`src/rtl/sound_sequencer.sv`:
```
// sound_sequencer: plays good/bad/button note sequences; in clk,nRst,goodColl,badColl,button; out tone_en,tone_period,busy,evt
module sound_sequencer #(
  parameter int NOTE_CYCLES = 1200000,
  parameter int GAP_CYCLES  = 120000
) (
  input  logic        clk,
  input  logic        nRst,
  input  logic        goodColl,
  input  logic        badColl,
  input  logic        button,
  output logic        tone_en,
  output logic [15:0] tone_period,
  output logic        busy,
  output logic [1:0]  evt
);
  localparam int CMAX = NOTE_CYCLES > GAP_CYCLES ? NOTE_CYCLES : GAP_CYCLES;
  localparam int CW = $clog2(CMAX + 1);
  localparam logic [1:0] EV_BTN = 2'b01, EV_GOOD = 2'b10, EV_BAD = 2'b11;
  typedef enum logic [1:0] {IDLE, NOTE, GAP} state_t;
  state_t state_q, state_d;
  logic idx_q, idx_d;
  logic [CW-1:0] cnt_q, cnt_d;
  logic [1:0] evt_q, evt_d;
  logic pend_bad_q, pend_bad_d, pend_good_q, pend_good_d, pend_btn_q, pend_btn_d;
  logic last_idx;
  logic [15:0] note_period;
  always_ff @(posedge clk) begin
    if (!nRst) begin
      state_q     <= IDLE;
      idx_q       <= 1'b0;
      cnt_q       <= '0;
      evt_q       <= 2'b00;
      pend_bad_q  <= 1'b0;
      pend_good_q <= 1'b0;
      pend_btn_q  <= 1'b0;
    end else begin
      state_q     <= state_d;
      idx_q       <= idx_d;
      cnt_q       <= cnt_d;
      evt_q       <= evt_d;
      pend_bad_q  <= pend_bad_d;
      pend_good_q <= pend_good_d;
      pend_btn_q  <= pend_btn_d;
    end
  end
  assign last_idx = (evt_q == EV_BAD || evt_q == EV_GOOD);
  assign note_period = evt_q == EV_BAD  ? (idx_q ? 16'd30000 : 16'd24000) :
                       evt_q == EV_GOOD ? (idx_q ? 16'd6000  : 16'd9000)  :
                       evt_q == EV_BTN  ? 16'd4000 : 16'd0;
  always_comb begin
    state_d     = state_q;
    idx_d       = idx_q;
    cnt_d       = cnt_q;
    evt_d       = evt_q;
    pend_bad_d  = pend_bad_q | badColl;
    pend_good_d = pend_good_q | goodColl;
    pend_btn_d  = pend_btn_q | button;
    case (state_q)
      IDLE: begin
        evt_d = pend_bad_d ? EV_BAD : pend_good_d ? EV_GOOD : pend_btn_d ? EV_BTN : 2'b00;
        if (pend_bad_d || pend_good_d || pend_btn_d) begin
          state_d = NOTE;
          idx_d   = 1'b0;
          cnt_d   = '0;
        end
        if (pend_bad_d) pend_bad_d = 1'b0;
        else if (pend_good_d) pend_good_d = 1'b0;
        else if (pend_btn_d) pend_btn_d = 1'b0;
      end
      NOTE: begin
        cnt_d = cnt_q + CW'(1);
        if (cnt_q == CW'(NOTE_CYCLES - 1)) begin
          state_d = GAP;
          cnt_d   = '0;
        end
      end
      GAP: begin
        cnt_d = cnt_q + CW'(1);
        if (cnt_q == CW'(GAP_CYCLES - 1)) begin
          cnt_d   = '0;
          state_d = (idx_q != last_idx) ? NOTE : IDLE;
          idx_d   = (idx_q != last_idx) ? 1'b1 : 1'b0;
          evt_d   = (idx_q != last_idx) ? evt_q : 2'b00;
        end
      end
      default: state_d = IDLE;
    endcase
    // a bad hit preempts lower-priority sequences outright instead of queueing
    if (state_q != IDLE && badColl && evt_q != EV_BAD) begin
      state_d    = NOTE;
      evt_d      = EV_BAD;
      idx_d      = 1'b0;
      cnt_d      = '0;
      pend_bad_d = pend_bad_q;
    end
  end
  assign tone_en     = state_q == NOTE;
  assign tone_period = state_q == NOTE ? note_period : 16'd0;
  assign busy        = state_q != IDLE;
  assign evt         = state_q == IDLE ? 2'b00 : evt_q;
endmodule

```
`config.mk`:
```
export PLATFORM = sky130hd
export DESIGN_NAME = sound_sequencer
export DESIGN_NICKNAME = d
export VERILOG_FILES = /design/src/rtl/sound_sequencer.sv
export SDC_FILE = /design/constraint.sdc
export NUM_CORES = 1
export LEC_CHECK = 0
export CAP_MARGIN = 20
export CORE_MARGIN = 5
export CORE_UTILIZATION = 59
export CTS_CLUSTER_DIAMETER = 120
export CTS_CLUSTER_SIZE = 30
export DETAILED_ROUTE_END_ITERATION = 7
export PLACE_DENSITY = 0.91
export SYNTH_ARGS = -nofsm -noshare
export SYNTH_HDL_FRONTEND = slang
export SYNTH_SLANG_ARGS = --single-unit
```
`constraint.sdc`:
```
create_clock -name clk -period 4.9 [get_ports clk]
set_clock_uncertainty 0.2 [all_clocks]
set_input_delay 0.98 -clock clk [delete_from_list [all_inputs] [get_ports clk]]
set_output_delay 0.98 -clock clk [all_outputs]
set_load 0.03 [all_outputs]
```
==> impl_metrics.yaml <==
pwr:
  comb_power_share_pct: 56.5
  p_switching_mw: 0.441
  p_int_mw: 0.512
  p_per_area_nw_per_um2: 449
  clockPowerShare_pct: 14.3
  p_seq_share_pct: 29.2
  leakage_nw: 0.698
  p_sw_share_pct: 46.3
  irDropWorstVdd_uv: 192
synthesis:
  synth-xor-area-share_pct: 8.79
  synthMuxAreaShare_pct: 0.529
  ys_ff_latch: 29
  synth_adder_area_share_pct: 5.95
  synth_ff_type: "dfxtp_1"
  synth_compound_area_share_pct: 20.6
  synth_area_per_cell_sq_um: 8.20
  syn_area_sq_um: 1890
  ys_types: 47
  yosys_warnings: 0
  async_flop_share_pct: 0
  synth_edf_count: 0
  yosys.area_share.simple_pct: 24.5
  synthCells: 231
  synth_top_family_by_area: "simple AND/OR/NAND/NOR gates"
  seq_area_frac_synth_pct: 30.7
clock_network:
  clkTransAtPathRegs_ps: 90
  htree_levels: 2
  numCtsBuffers: 5
  clock-root-buffer: "clkbuf_4"
  cts_buffer_depth: 2
  cts_resized: 0
  clock_latency_ps: 330
  post-cts-setup-buffers: 0
  cts_tree: "yes"
  clock_sinks: 29
  ctsHoldBuffers: 0
global_routing:
  grt_max_degree: 27
  grt.overflow.total: 0
  grt_pass1_vias: 1564
  grt.total_usage_pct: 19.7
  grt_pass1_wl_mm: 6.78
  antenna_found_initial: 0
worst_setup_path:
  path_cells: "inv_1 > ha_1 > nand2_1 > a21oi_1 > clkdlybuf4s50_1"
  critPathKind: "flip-flop to output port"
  r2r_start: "state_q[0]"
  r2r_end: "idx_q"
  cpMaxStageDelayCell: "clkdlybuf4s50_1"
  start_kind: "flip-flop"
  crit_arrival_ps: 2230
  crit_family: "buffers and inverters"
  end_kind: "output port"
  crit_buf_inv: 2
  critPathRequiredTime_ps: 3720
  critPathMaxFanout: 16
  slowest_delay_ps: 680
  r2r_cells: 6
  r2r_setup_slack_ps: 2120
floorplanning:
  rows: 20
  die_x_microns: 66.6
  core_region_area_sq_um: 3080
  die_h_microns: 66.6
  die_area_sq_um: 4440
  floorplan.initialDensity_pct: 61.5
  io_pins: 25
timing:
  worst_pin_slew_ps: 940
  max_freq_ghz: 0.293
  fin_crit_sh_pct: 69.6
  setup_tns_ps: 0
  finalMaxSlewViolations: 0
  relSlewSlack_pct: 37.3
  min_period_ps: 3410
  setup_viol: 0
  rsz0062_at_grt: "no"
  hold_violations: 0
min_path:
  hold_depth: 2
  min_to: "cnt_q[1]"
  hold_start: "cnt_q[1]"
  hold_path.class: "flip-flop to flip-flop"
finish:
  diodes: 0
  final_area_sq_um: 2120
  layout.nets: 257
  drive_gt1_share_pct: 6.56
  fill_cells: 255
  synthToLayoutAreaGrowth_pct: 12.2
placed_design:
  routabilityCongestion: 0.880
  place_hpwl_mm: 2.82
  port_buffers: 20
  post_dp_cell_area_sq_um: 2060
drt:
  via_count: 1670
  drtAntennaViolNets: 0
  first_pass_iters: 4
  avgViaCountPerCell: 5.80
  wl_per_cell_microns: 13.9
  initialDrtViolationCount: 79
  drcViolationCount: 0
  wirelength_mm: 4.00
outcome:
  status: "complete, no violations"
run:
  drv_cap: 0
## logic make-up after synthesis
group,after synthesis
AO/OA/AOI/OAI,55
XOR/XNOR,19
flip-flops,29
AND/OR/NAND/NOR,83
other,1
adder cells (fa/ha/maj),9
buffers and inverters,34
multiplexers,1
## cell usage in the layout (no fill, tap or decap), drive strengths merged, types with 2 or more instances in the layout
cell | Yosys | layout
inv | 14 | 14
ha | 9 | 9
o21ai | 4 | 4
nor4 | 6 | 6
buf | 10 | 2
o31ai | 4 | 4
xnor2 | 15 | 15
and3 | 3 | 3
and2 | 4 | 4
nor2b | 4 | 4
conb | 1 | 4
nor2 | 14 | 14
clkinv | 0 | 2
a21oi | 12 | 12
or3 | 4 | 4
a221oi | 2 | 2
o31a | 4 | 4
nor3b | 2 | 2
o2111ai | 2 | 2
nor4b | 4 | 4
clkdlybuf4s50 | 0 | 20
a211oi | 20 | 20
clkbuf | 10 | 6
xor2 | 4 | 4
a31o | 2 | 2
dfxtp | 29 | 29
nand2 | 16 | 16
nand4 | 5 | 5
nor3 | 8 | 8
nand3 | 5 | 5
## Yosys cell counts (all sizes together) (5+ instances only)
cell | count | area share, %
buf | 10 | 4.0
a21oi | 12 | 3.2
nor2 | 14 | 2.8
clkbuf | 10 | 2.0
inv | 14 | 2.8
nand2 | 16 | 3.2
xnor2 | 15 | 6.9
a211oi | 20 | 7.9
nand3 | 5 | 1.3
dfxtp | 29 | 31
nand4 | 5 | 2.0
ha | 9 | 5.9
nor3 | 8 | 2.1
nor4 | 6 | 2.0
## routing by layer
| layer | wire (microns) | up-vias | part of all wire (%) | GRT usage, % |
|---|---|---|---|---|
| met5 | 0 | - | 0 | 0 |
| met4 | 52 | 0 | 1.3 | 7.61 |
| met3 | 190 | 5 | 4.7 | 4.22 |
| met2 | 1940 | 39 | 49 | 33.9 |
| met1 | 1820 | 774 | 45 | 23.6 |
| li1 | - | 852 | - | - |
## how the worst max path moves through the flow
stage	end	cells after the start	startpoint	slack, ps
after floorplan	tone_period[6]	5	state_q[1]	2050
after global placement	cnt_q[4]	6	badColl	1360
after detailed placement	cnt_q[3]	6	badColl	1260
after CTS	tone_period[6]	5	state_q[1]	1490
after global routing	tone_period[6]	5	state_q[1]	1320
final	tone_period[6]	5	state_q[1]	1490
## registers in the layout, summed over array words and instances (netlist names)
| register | count |
|---|---|
| cnt_q | 21 |
| evt_q | 2 |
| state_q | 2 |
| idx_q | 1 |
| pend_bad_q | 1 |
| pend_btn_q | 1 |
| pend_good_q | 1 |
## layout make-up
type | instances | area [sq um] | area share (%)
clock inverter | 2 | 10.0 | 0.471
sequential | 29 | 581 | 27.3
tap | 44 | 55.1 | 2.59
timing repair buffer | 22 | 219 | 10.3
clock buffer | 6 | 41.3 | 1.94
inverter | 14 | 52.6 | 2.47
multi-input combinational | 171 | 1160 | 54.9
## power groups by stage
stage | sequential, mW | combinational (mW) | clock [mW]
after floorplan | 0.278 | 0.397 | 0
after global placement | 0.283 | 0.524 | 0
after detailed placement | 0.284 | 0.535 | 0
after CTS | 0.278 | 0.537 | 0.139
after global routing | 0.282 | 0.590 | 0.152
final | 0.278 | 0.539 | 0.136
## per-stage QoR
step | setup slack [ps] | utilization [%] | hold slack [ps] | cells | power (mW)
4_1_cts | 1490 | 68.6 | 331 | 287 | 0.954
2_1_floorplan | 2050 | - | 291 | 234 | 0.675
6_report | 1490 | 69.0 | 329 | 288 | 0.954
3_5_place_dp | 1260 | 67.0 | 316 | 279 | 0.818
5_1_grt | 1320 | 69.0 | 357 | 288 | 1.02
3_3_place_gp | 1360 | 67.0 | 312 | 279 | 0.807
## worst register-to-register path: cells and delay by family, from the launching register on
family | cells | cell delay (ps)
and+or+nand+nor | 3 | 1450
buffers and inverters | 1 | 90
DFF | 1 | 400
adders and majority gates | 1 | 350
AOI/OAI and AO/OA | 1 | 160
(Power assumes the default switching activity.)
